--- config.mk ---
export PLATFORM = sky130hd
export DESIGN_NAME = miner_work_sched
export DESIGN_NICKNAME = d
export VERILOG_FILES = /design/src/rtl/miner_work_sched.sv
export SDC_FILE = /design/constraint.sdc
export NUM_CORES = 1
export LEC_CHECK = 0
export ABC_AREA = 1
export CELL_PAD_IN_SITES_DETAIL_PLACEMENT = 1
export CELL_PAD_IN_SITES_GLOBAL_PLACEMENT = 2
export CORE_MARGIN = 10
export CORE_UTILIZATION = 29
export CTS_CLUSTER_SIZE = 24
export DETAILED_ROUTE_END_ITERATION = 12
export PLACE_DENSITY = 0.81
export SLEW_MARGIN = 20
export SYNTH_ARGS = -nofsm -noshare
export SYNTH_HDL_FRONTEND = slang
export SYNTH_SLANG_ARGS = --single-unit
--- constraint.sdc ---
create_clock -name clk -period 27.7 [get_ports clk]
set_input_delay 2.77 -clock clk [delete_from_list [all_inputs] [get_ports clk]]
set_output_delay 2.77 -clock clk [all_outputs]
set_load 0.01 [all_outputs]
--- src/rtl/miner_work_sched.sv ---
// Work sequencer and golden-nonce collector for a bank of double-hash miner cores.
// Sequences core reset around new work, flags nonce exhaustion and queues results round-robin.
module miner_work_sched #(
    parameter int          NUM_CORES    = 4,
    parameter int          RESET_CYCLES = 4,
    parameter logic [31:0] NONCE_LIMIT  = 32'hffff_ff00,
    parameter int          FIFO_DEPTH   = 4
) (
    input  logic                   clk,
    input  logic                   reset,
    input  logic                   work_valid,
    output logic                   work_ready,
    input  logic [255:0]           work_midstate,
    input  logic [95:0]            work_data,
    output logic [255:0]           midstate,
    output logic [95:0]            data,
    output logic                   core_reset,
    input  logic [32*NUM_CORES-1:0] core_golden,
    input  logic [31:0]            core_nonce,
    output logic                   gn_valid,
    input  logic                   gn_ready,
    output logic [31:0]            gn_nonce,
    output logic [2:0]             gn_core,
    output logic                   busy,
    output logic                   exhausted,
    output logic                   overflow
);

    // state      | meaning
    // IDLE       | no work yet, cores held in reset
    // RESET_HOLD | new work latched, cores held in reset for RESET_CYCLES
    // RUN        | cores hashing, watching nonce progress
    // EXHAUSTED  | nonce range done, cores left running until new work
    typedef enum logic [1:0] {IDLE, RESET_HOLD, RUN, EXHAUSTED} state_t;

    localparam int CW = $clog2(RESET_CYCLES);
    localparam int AW = $clog2(FIFO_DEPTH);

    state_t          state;
    logic [CW-1:0]   hold_cnt;
    logic            nonce_hi;
    logic            accept;
    logic            active;

    logic [31:0]     golden_q  [NUM_CORES];
    logic [31:0]     pend_data [NUM_CORES];
    logic [NUM_CORES-1:0] pend_v;
    logic [NUM_CORES-1:0] evt;

    logic [2:0]      rr_ptr;
    logic            sel_found;
    logic [2:0]      sel_idx;
    logic [31:0]     sel_data;

    logic [31:0]     mem_nonce [FIFO_DEPTH];
    logic [2:0]      mem_core  [FIFO_DEPTH];
    logic [AW-1:0]   wr_ptr;
    logic [AW-1:0]   rd_ptr;
    logic [AW-1:0]   rd_nxt;
    logic [AW:0]     count;
    logic [AW:0]     remain;
    logic            pop;
    logic            push;
    logic            can_push;

    assign accept = work_valid && work_ready;
    assign active = (state == RUN) || (state == EXHAUSTED);

    always_ff @(posedge clk or posedge reset) begin
        if (reset) begin
            state      <= IDLE;
            hold_cnt   <= '0;
            nonce_hi   <= 1'b0;
            midstate   <= '0;
            data       <= '0;
            core_reset <= 1'b1;
            work_ready <= 1'b1;
            busy       <= 1'b0;
            exhausted  <= 1'b0;
        end else begin
            nonce_hi <= (core_nonce >= NONCE_LIMIT);
            if (accept) begin
                midstate   <= work_midstate;
                data       <= work_data;
                state      <= RESET_HOLD;
                hold_cnt   <= CW'(RESET_CYCLES - 1);
                core_reset <= 1'b1;
                work_ready <= 1'b0;
                busy       <= 1'b1;
                exhausted  <= 1'b0;
            end else begin
                case (state)
                    RESET_HOLD: begin
                        if (hold_cnt == '0) begin
                            state      <= RUN;
                            core_reset <= 1'b0;
                            work_ready <= 1'b1;
                        end else begin
                            hold_cnt <= hold_cnt - CW'(1);
                        end
                    end
                    RUN: begin
                        if (nonce_hi) begin
                            state     <= EXHAUSTED;
                            busy      <= 1'b0;
                            exhausted <= 1'b1;
                        end
                    end
                    default: ;
                endcase
            end
        end
    end

    // Copying every cycle outside RUN/EXHAUSTED hides the cores' clear-to-zero on reset.
    always_comb begin
        evt = '0;
        for (int i = 0; i < NUM_CORES; i++)
            evt[i] = active && (core_golden[32*i +: 32] != golden_q[i]);
    end

    always_comb begin
        sel_found = 1'b0;
        sel_idx   = '0;
        sel_data  = '0;
        for (int i = 0; i < NUM_CORES; i++) begin
            if (!sel_found && pend_v[i] && (3'(i) >= rr_ptr)) begin
                sel_found = 1'b1;
                sel_idx   = 3'(i);
                sel_data  = pend_data[i];
            end
        end
        for (int i = 0; i < NUM_CORES; i++) begin
            if (!sel_found && pend_v[i]) begin
                sel_found = 1'b1;
                sel_idx   = 3'(i);
                sel_data  = pend_data[i];
            end
        end
    end

    assign pop      = gn_valid && gn_ready;
    assign can_push = (count != (AW+1)'(FIFO_DEPTH)) || pop;
    assign push     = sel_found && can_push;
    assign rd_nxt   = rd_ptr + AW'(pop);
    assign remain   = count - (AW+1)'(pop);

    always_ff @(posedge clk or posedge reset) begin
        if (reset) begin
            rr_ptr   <= '0;
            pend_v   <= '0;
            overflow <= 1'b0;
            for (int i = 0; i < NUM_CORES; i++) begin
                golden_q[i]  <= '0;
                pend_data[i] <= '0;
            end
        end else begin
            if (push)
                rr_ptr <= (sel_idx == 3'(NUM_CORES - 1)) ? 3'd0 : sel_idx + 3'd1;
            for (int i = 0; i < NUM_CORES; i++) begin
                golden_q[i] <= core_golden[32*i +: 32];
                if (evt[i]) begin
                    pend_data[i] <= core_golden[32*i +: 32];
                    pend_v[i]    <= 1'b1;
                    if (pend_v[i] && !(push && (sel_idx == 3'(i))))
                        overflow <= 1'b1;
                end else if (push && (sel_idx == 3'(i))) begin
                    pend_v[i] <= 1'b0;
                end
            end
        end
    end

    always_ff @(posedge clk) begin
        if (push) begin
            mem_nonce[wr_ptr] <= sel_data;
            mem_core[wr_ptr]  <= sel_idx;
        end
    end

    // Head registers carry the next-cycle head so gn_* comes straight from flops.
    always_ff @(posedge clk or posedge reset) begin
        if (reset) begin
            wr_ptr   <= '0;
            rd_ptr   <= '0;
            count    <= '0;
            gn_valid <= 1'b0;
            gn_nonce <= '0;
            gn_core  <= '0;
        end else begin
            if (push)
                wr_ptr <= wr_ptr + AW'(1);
            rd_ptr <= rd_nxt;
            count  <= count + (AW+1)'(push) - (AW+1)'(pop);
            if (remain == '0 && !push) begin
                gn_valid <= 1'b0;
            end else begin
                gn_valid <= 1'b1;
                if (remain == '0) begin
                    gn_nonce <= sel_data;
                    gn_core  <= sel_idx;
                end else begin
                    gn_nonce <= mem_nonce[rd_nxt];
                    gn_core  <= mem_core[rd_nxt];
                end
            end
        end
    end

endmodule
==> flow_summary.yaml, run 1 <==
cts:
  ctsHoldBuffers: 0
  cts_htree_levels: 3
  cts_tree: "done"
  clock_path_buffers: 3
  clock-sinks: 802
  clkLatencyLatePin_ns: 0.69
  clkSlewWorstSetupHoldPaths_ns: 0.07
  cts_resized: 0
  root_buffer: "clkbuf_16"
  cts_setup_buffers: 0
  cts_buffers: 96
final_layout:
  fill_cells: 12700
  layout_commonest_cell: "nand2_1"
  seqCellArea_mm2: 0.0208
  area_growth_pct: 42.4
  final_cell_mix: "nand2_1, clkdlybuf4s50_1, dfrtp_1"
  layout-drive-gt1-share_pct: 4.93
  final_nets: 4876
  multi_input_area_mm2: 0.0104
worst_hold_path:
  hold_path.startpoint: "pend_data[11]$_DFFE_PP0P_"
  hold_path_class: "flip-flop to flip-flop"
  whs_path_depth: 2
  holdPathEnd: "pend_data[11]$_DFFE_PP0P_"
flow_run:
  maxCapViolations: 0
critical_path:
  crit_path_cell_trace: "clkdlybuf4s50_1 > nand2_4 > buf_4 > buf_4 > buf_4 > nand2_1 > nand2_1"
  r2r_start: "work_ready$_DFFE_PP1P_"
  arrival_ns: 6.70
  cpMaxStageDelayCell: "buf_4"
  rr_worst_depth: 6
  path_common_cell: "buf_4"
  path_class: "input pin to flip-flop"
  r2r_slack_ns: 23.76
  critPathMaxStageDelay_ns: 0.85
  cp-start-kind: "input pin"
  cp_data_required_time_ns: 28.30
  r2r-end: "data[90]$_DFFE_PP0P_"
  cp_max_fo: 82
  cp-end-kind: "flip-flop"
global_route:
  grt_pass1_vias: 29200
  grt_max_degree: 154
  gr-total-overflow: 0
  grt_usage_pct: 26.4
  grt_pass1_wl_um: 235000
  grt_antenna_before_repair: 73
floorplan:
  placementRows: 122
  fp.dieH_um: 354
  die_x_um: 354
  core_mm2: 0.111
  dieArea_mm2: 0.126
  pin_count: 909
  start_util_pct: 29.3
drt:
  antenna_left: 0
  drc: 0
  vias_per_cell: 4.73
  vias: 28100
  wl_um: 170000
  drt_iter0_markers: 2392
  post_drt_wl_per_cell_um: 28.7
  first_pass_iters: 7
logic_synthesis:
  synth_nets: 4019
  ys_types: 39
  synth-seq-cells: 802
  syn_area_mm2: 0.0324
  async_reset_ff_share_pct: 83.0
  synth-edff-count: 136
  ys_warn_count: 0
  synthFlopType: "dfrtp_1"
  postSynthCellCount: 3490
  avgSynthCellArea_um2: 9.29
  seq_area_frac_synth_pct: 64.0
pwr:
  p_leak_uw: 0.0213
  ir_worst_vdd_mv: 0.0738
  power_density_mw_per_mm2: 77.9
timing:
  whs_ns: 0.473
  period_minus_slack_ns: 6.09
  slew_violations: 0
  fin_skew_ns: 0.0328
  finalHoldViolCount: 0
  finalSetupTns_ns: 0
  rsz0062_at_grt: "no"
  max_slew_margin_pct: 29.1
  post-route-period-util_pct: 22.0
  setup_viol: 0
  tightest_slew_ns: 1.06
  fmax_mhz: 164
outcome:
  status: "finished clean"
place:
  dp_hpwl_um: 131000
  gp_congestion: 0.936
  portBuffers: 899
-- synth_stat cells (2+ instances only) --
| master | count | area, µm² |
|---|---|---|
| nand2_4 | 3 | 33.8 |
| clkbuf_2 | 2 | 10.0 |
| clkbuf_1 | 118 | 443 |
| inv_2 | 3 | 11.3 |
| buf_2 | 37 | 185 |
| xnor2_1 | 106 | 928 |
| ha_1 | 12 | 150 |
| nand4_1 | 44 | 275 |
| nand2_2 | 2 | 12.5 |
| dfstp_2 | 2 | 52.6 |
| a21oi_1 | 55 | 275 |
| nand2_1 | 1483 | 5570 |
| clkinv_1 | 2 | 7.51 |
| edfxtp_1 | 136 | 4080 |
| buf_1 | 6 | 22.5 |
| inv_1 | 155 | 582 |
| buf_6 | 3 | 33.8 |
| nor3_1 | 4 | 20.0 |
| nor2_2 | 4 | 25.0 |
| nor2_1 | 301 | 1130 |
| o221ai_1 | 31 | 272 |
| nand3_1 | 141 | 706 |
| o22ai_1 | 21 | 131 |
| o21ai_0 | 136 | 681 |
| buf_4 | 6 | 45.0 |
| dfrtp_1 | 664 | 16600 |
-- flip-flops by register name, summed over array words and instances, names as in the netlist, 2 cells and up --
| register | cells |
|---|---|
| pend_v | 4 |
| gn_core | 2 |
| rd_ptr | 2 |
| midstate | 256 |
| state | 2 |
| golden_q | 128 |
| rr_ptr | 2 |
| mem_core | 8 |
| gn_nonce | 32 |
| pend_data | 128 |
| count | 3 |
| wr_ptr | 2 |
| data | 96 |
| hold_cnt | 2 |
| mem_nonce | 128 |
-- worst max path at each step --
stage	cells after the start	to	from	slack [ns]
after floorplan	1	busy$_DFFE_PP0P_	reset	6.27
after global placement	7	data[74]$_DFFE_PP0P_	work_valid	20.95
after detailed placement	7	midstate[148]$_DFFE_PP0P_	work_valid	20.93
after CTS	7	data[90]$_DFFE_PP0P_	work_valid	21.65
after global routing	7	midstate[148]$_DFFE_PP0P_	work_valid	21.40
final	7	data[90]$_DFFE_PP0P_	work_valid	21.61
-- stage by stage --
stage	cells	setup WS (ns)	util [%]	cell area [µm²]	power, µW
final	5937	21.61	41.7	46200	3600
after global routing	5917	21.40	41.6	46100	3780
after CTS	5913	21.65	41.6	46100	3630
after detailed placement	5737	20.93	38.7	42900	2310
after global placement	5737	20.95	38.7	42900	2290
after floorplan	3490	6.27	-	32400	1940
-- critical path, delay by kind of cell --
family	cells	cell delay, ns
AND/OR/NAND/NOR	3	0.88
buffers and inverters	4	2.86
-- report_power, final --
group	internal, µW	switching, µW
Sequential	1420	59.3
Combinational	283	534
Clock	750	548
Total	2460	1140
-- layer usage --
metal  track usage, %  routed length (µm)
met1             34.3               70200
met2             41.5               77600
met3             9.15               17700
met4             6.93                4680
met5                0                 347
-- cell type report --
type	count	area share, %
flip-flops and latches	802	45.0
multi-input cells	2356	22.5
repair buffers	931	20.1
clock buffers	134	5.93
well taps	1488	4.03
inverters	160	1.33
clock inverters	42	1.04
diodes	24	0.130
-- cell families after synthesis --
logic type      share of synthesized area, %
flops                                   64.0
other cells                           0.0116
compound gates                          4.30
simple gates                            24.1
buf+inv                                 4.13
xor+xnor                                2.89
fa+ha+maj                              0.525
No activity file was read; power rests on OpenSTA's default activity.
==> run 2: changes to the inputs <==
--- a/config.mk
+++ b/config.mk
@@ -9,10 +9,10 @@
 export CELL_PAD_IN_SITES_DETAIL_PLACEMENT = 1
 export CELL_PAD_IN_SITES_GLOBAL_PLACEMENT = 2
 export CORE_MARGIN = 10
-export CORE_UTILIZATION = 29
+export CORE_UTILIZATION = 26
 export CTS_CLUSTER_SIZE = 24
 export DETAILED_ROUTE_END_ITERATION = 12
-export PLACE_DENSITY = 0.81
+export PLACE_DENSITY = 0.77
 export SLEW_MARGIN = 20
 export SYNTH_ARGS = -nofsm -noshare
 export SYNTH_HDL_FRONTEND = slang
==> constraint.sdc (replaced) <==
create_clock -name clk -period 5 [get_ports clk]
set_input_delay 0.5 -clock clk [delete_from_list [all_inputs] [get_ports clk]]
set_output_delay 0.5 -clock clk [all_outputs]
set_load 0.01 [all_outputs]
==> flow_summary.yaml, run 2 (synthesis gave the netlist of run 1 again) <==
outcome:
  status: "finished clean"
timing:
  worst_slack_ns: 1.76
  setup_viol: 0
  finalHoldViolCount: 0
  period_minus_slack_ns: 3.24
  max_slew_margin_pct: 24.6
  rsz0062_at_grt: "no"
  fin_skew_ns: 0.0344
  tightest_slew_ns: 1.13
  finalSetupTns_ns: 0
  slew_violations: 0
  post-route-period-util_pct: 64.8
  fmax_mhz: 309
cts:
  clock-sinks: 802
  cts_buffers: 96
  ctsHoldBuffers: 0
  cts_resized: 0
  cts_tree: "done"
  cts_htree_levels: 3
  clkSlewWorstSetupHoldPaths_ns: 0.07
  root_buffer: "clkbuf_16"
  clock_path_buffers: 3
  cts_setup_buffers: 0
  clkLatencyLatePin_ns: 0.70
pwr:
  power_density_mw_per_mm2: 431
  p_leak_uw: 0.0214
  ir_worst_vdd_mv: 0.353
  finalPower_uw: 20100
place:
  gp_congestion: 0.961
  pre_cts_slack_ns: 1.41
  portBuffers: 899
  dp_hpwl_um: 145000
drt:
  wl_um: 183000
  vias: 28100
  first_pass_iters: 7
  vias_per_cell: 4.60
  drc: 0
  post_drt_wl_per_cell_um: 30.0
  antenna_left: 0
  drt_iter0_markers: 2534
global_route:
  grt_pass1_wl_um: 248000
  grt_pass1_vias: 29100
  grt_antenna_before_repair: 79
  gr-total-overflow: 0
  grt_usage_pct: 25.6
  grt_max_degree: 189
critical_path:
  crit_start: "pend_v[0]$_DFFE_PP0P_"
  r2r_start: "pend_v[0]$_DFFE_PP0P_"
  arrival_ns: 3.85
  rr_worst_depth: 9
  critPathMaxStageDelay_ns: 0.57
  r2r_slack_ns: 1.76
  r2r-end: "gn_nonce[7]$_DFFE_PP0N_"
  worst-path-stages: 9
  cp-end-kind: "flip-flop"
  critPathTopFamily: "simple AND/OR/NAND/NOR gates"
  cp_data_required_time_ns: 5.61
  cp-start-kind: "flip-flop"
  crit_path_cell_trace: "nand2_4 > nand4_1 > nor2_4 > nand2_1 > inv_2 > nand2_1 > nand3_1 > nor2_1 > nor2_1"
  cpMaxStageDelayCell: "inv_2"
  path_class: "flip-flop to flip-flop"
  endpoint: "gn_nonce[7]$_DFFE_PP0N_"
  path_buf_inv: 1
  cp_max_fo: 44
floorplan:
  start_util_pct: 26.2
  die_x_um: 373
  fp.dieH_um: 373
  placementRows: 129
  pin_count: 909
  dieArea_mm2: 0.139
  core_mm2: 0.124
final_layout:
  largest_register: "midstate"
  largest_register_ff_count: 256
  fill_cells: 14000
  layout_commonest_cell: "nand2_1"
  layout-drive-gt1-share_pct: 5.38
  final_cell_mix: "nand2_1, clkdlybuf4s50_1, dfrtp_1"
  final_nets: 4895
  area_growth_pct: 43.9
worst_hold_path:
  hold_path_class: "input pin to async pin"
flow_run:
  maxCapViolations: 0
==> run 2: cell count changes in the layout (fill, tap and decap cells not counted), sizes merged <==
| cell | previous run | this run |
|---|---|---|
| inv | 162 | 163 |
| clkinv | 31 | 33 |
| bufinv | 6 | 9 |
| clkbuf | 134 | 125 |
| clkinvlp | 3 | 8 |
| buf | 32 | 51 |
==> run 2: how the worst min path moves through the flow <==
| stage | start | end | cells past startpoint |
|---|---|---|---|
| 6_report | reset | golden_q[31]$_DFF_PP0_ | 2 |
| 3_5_place_dp | pend_data[23]$_DFFE_PP0P_ | pend_data[23]$_DFFE_PP0P_ | 2 |
| 3_3_place_gp | core_reset$_DFFE_PP1P_ | core_reset$_DFFE_PP1P_ | 2 |
| 4_1_cts | reset | golden_q[31]$_DFF_PP0_ | 2 |
| 5_1_grt | reset | golden_q[5]$_DFF_PP0_ | 2 |
| 2_1_floorplan | pend_data[0]$_DFFE_PP0P_ | pend_data[0]$_DFFE_PP0P_ | 2 |
==> run 2: cell type report <==
type	count	area, µm²	area share (%)
clock buffer	125	2640	5.66
multi-input combinational	2356	10400	22.3
timing repair buffer	950	9530	20.4
clock inverter	53	617	1.32
inverter	160	612	1.31
tap	1637	2050	4.39
antenna	24	60.1	0.129
sequential	802	20800	44.5
==> run 2: through the flow <==
stage / hold WS (ns) / util, % / area, µm² / std cells
6_report: 0.240 / 37.7 / 46600 / 6107
5_1_grt: 0.244 / 37.7 / 46600 / 6095
4_1_cts: 0.201 / 37.6 / 46600 / 6083
3_5_place_dp: 0.461 / 35.0 / 43300 / 5905
3_3_place_gp: 0.456 / 35.0 / 43300 / 5905
2_1_floorplan: 0.442 / - / 32400 / 3490
==> run 2: worst reg2reg max path: cells and delay by family (launching register included) <==
| family | cells | cell delay [ns] |
|---|---|---|
| AND/OR/NAND/NOR | 8 | 2.09 |
| buffers and inverters | 1 | 0.57 |
| flip-flops | 1 | 0.52 |
==> run 2: power breakdown <==
group,switching [µW],internal [µW]
clock,3110,4230
sequential,334,7880
combinational,2950,1600
==> run 2: routing by layer <==
layer  vias up  part of all wire, %  global-route usage (%)  wire [µm]
li1      12800                    -                       -          -
met1     13900                   40                    31.3      72600
met2      1038                   46                    40.4      83500
met3       253                   12                    11.3      21400
met4        50                  3.0                    7.63       5460
met5         -                 0.18                       0        328
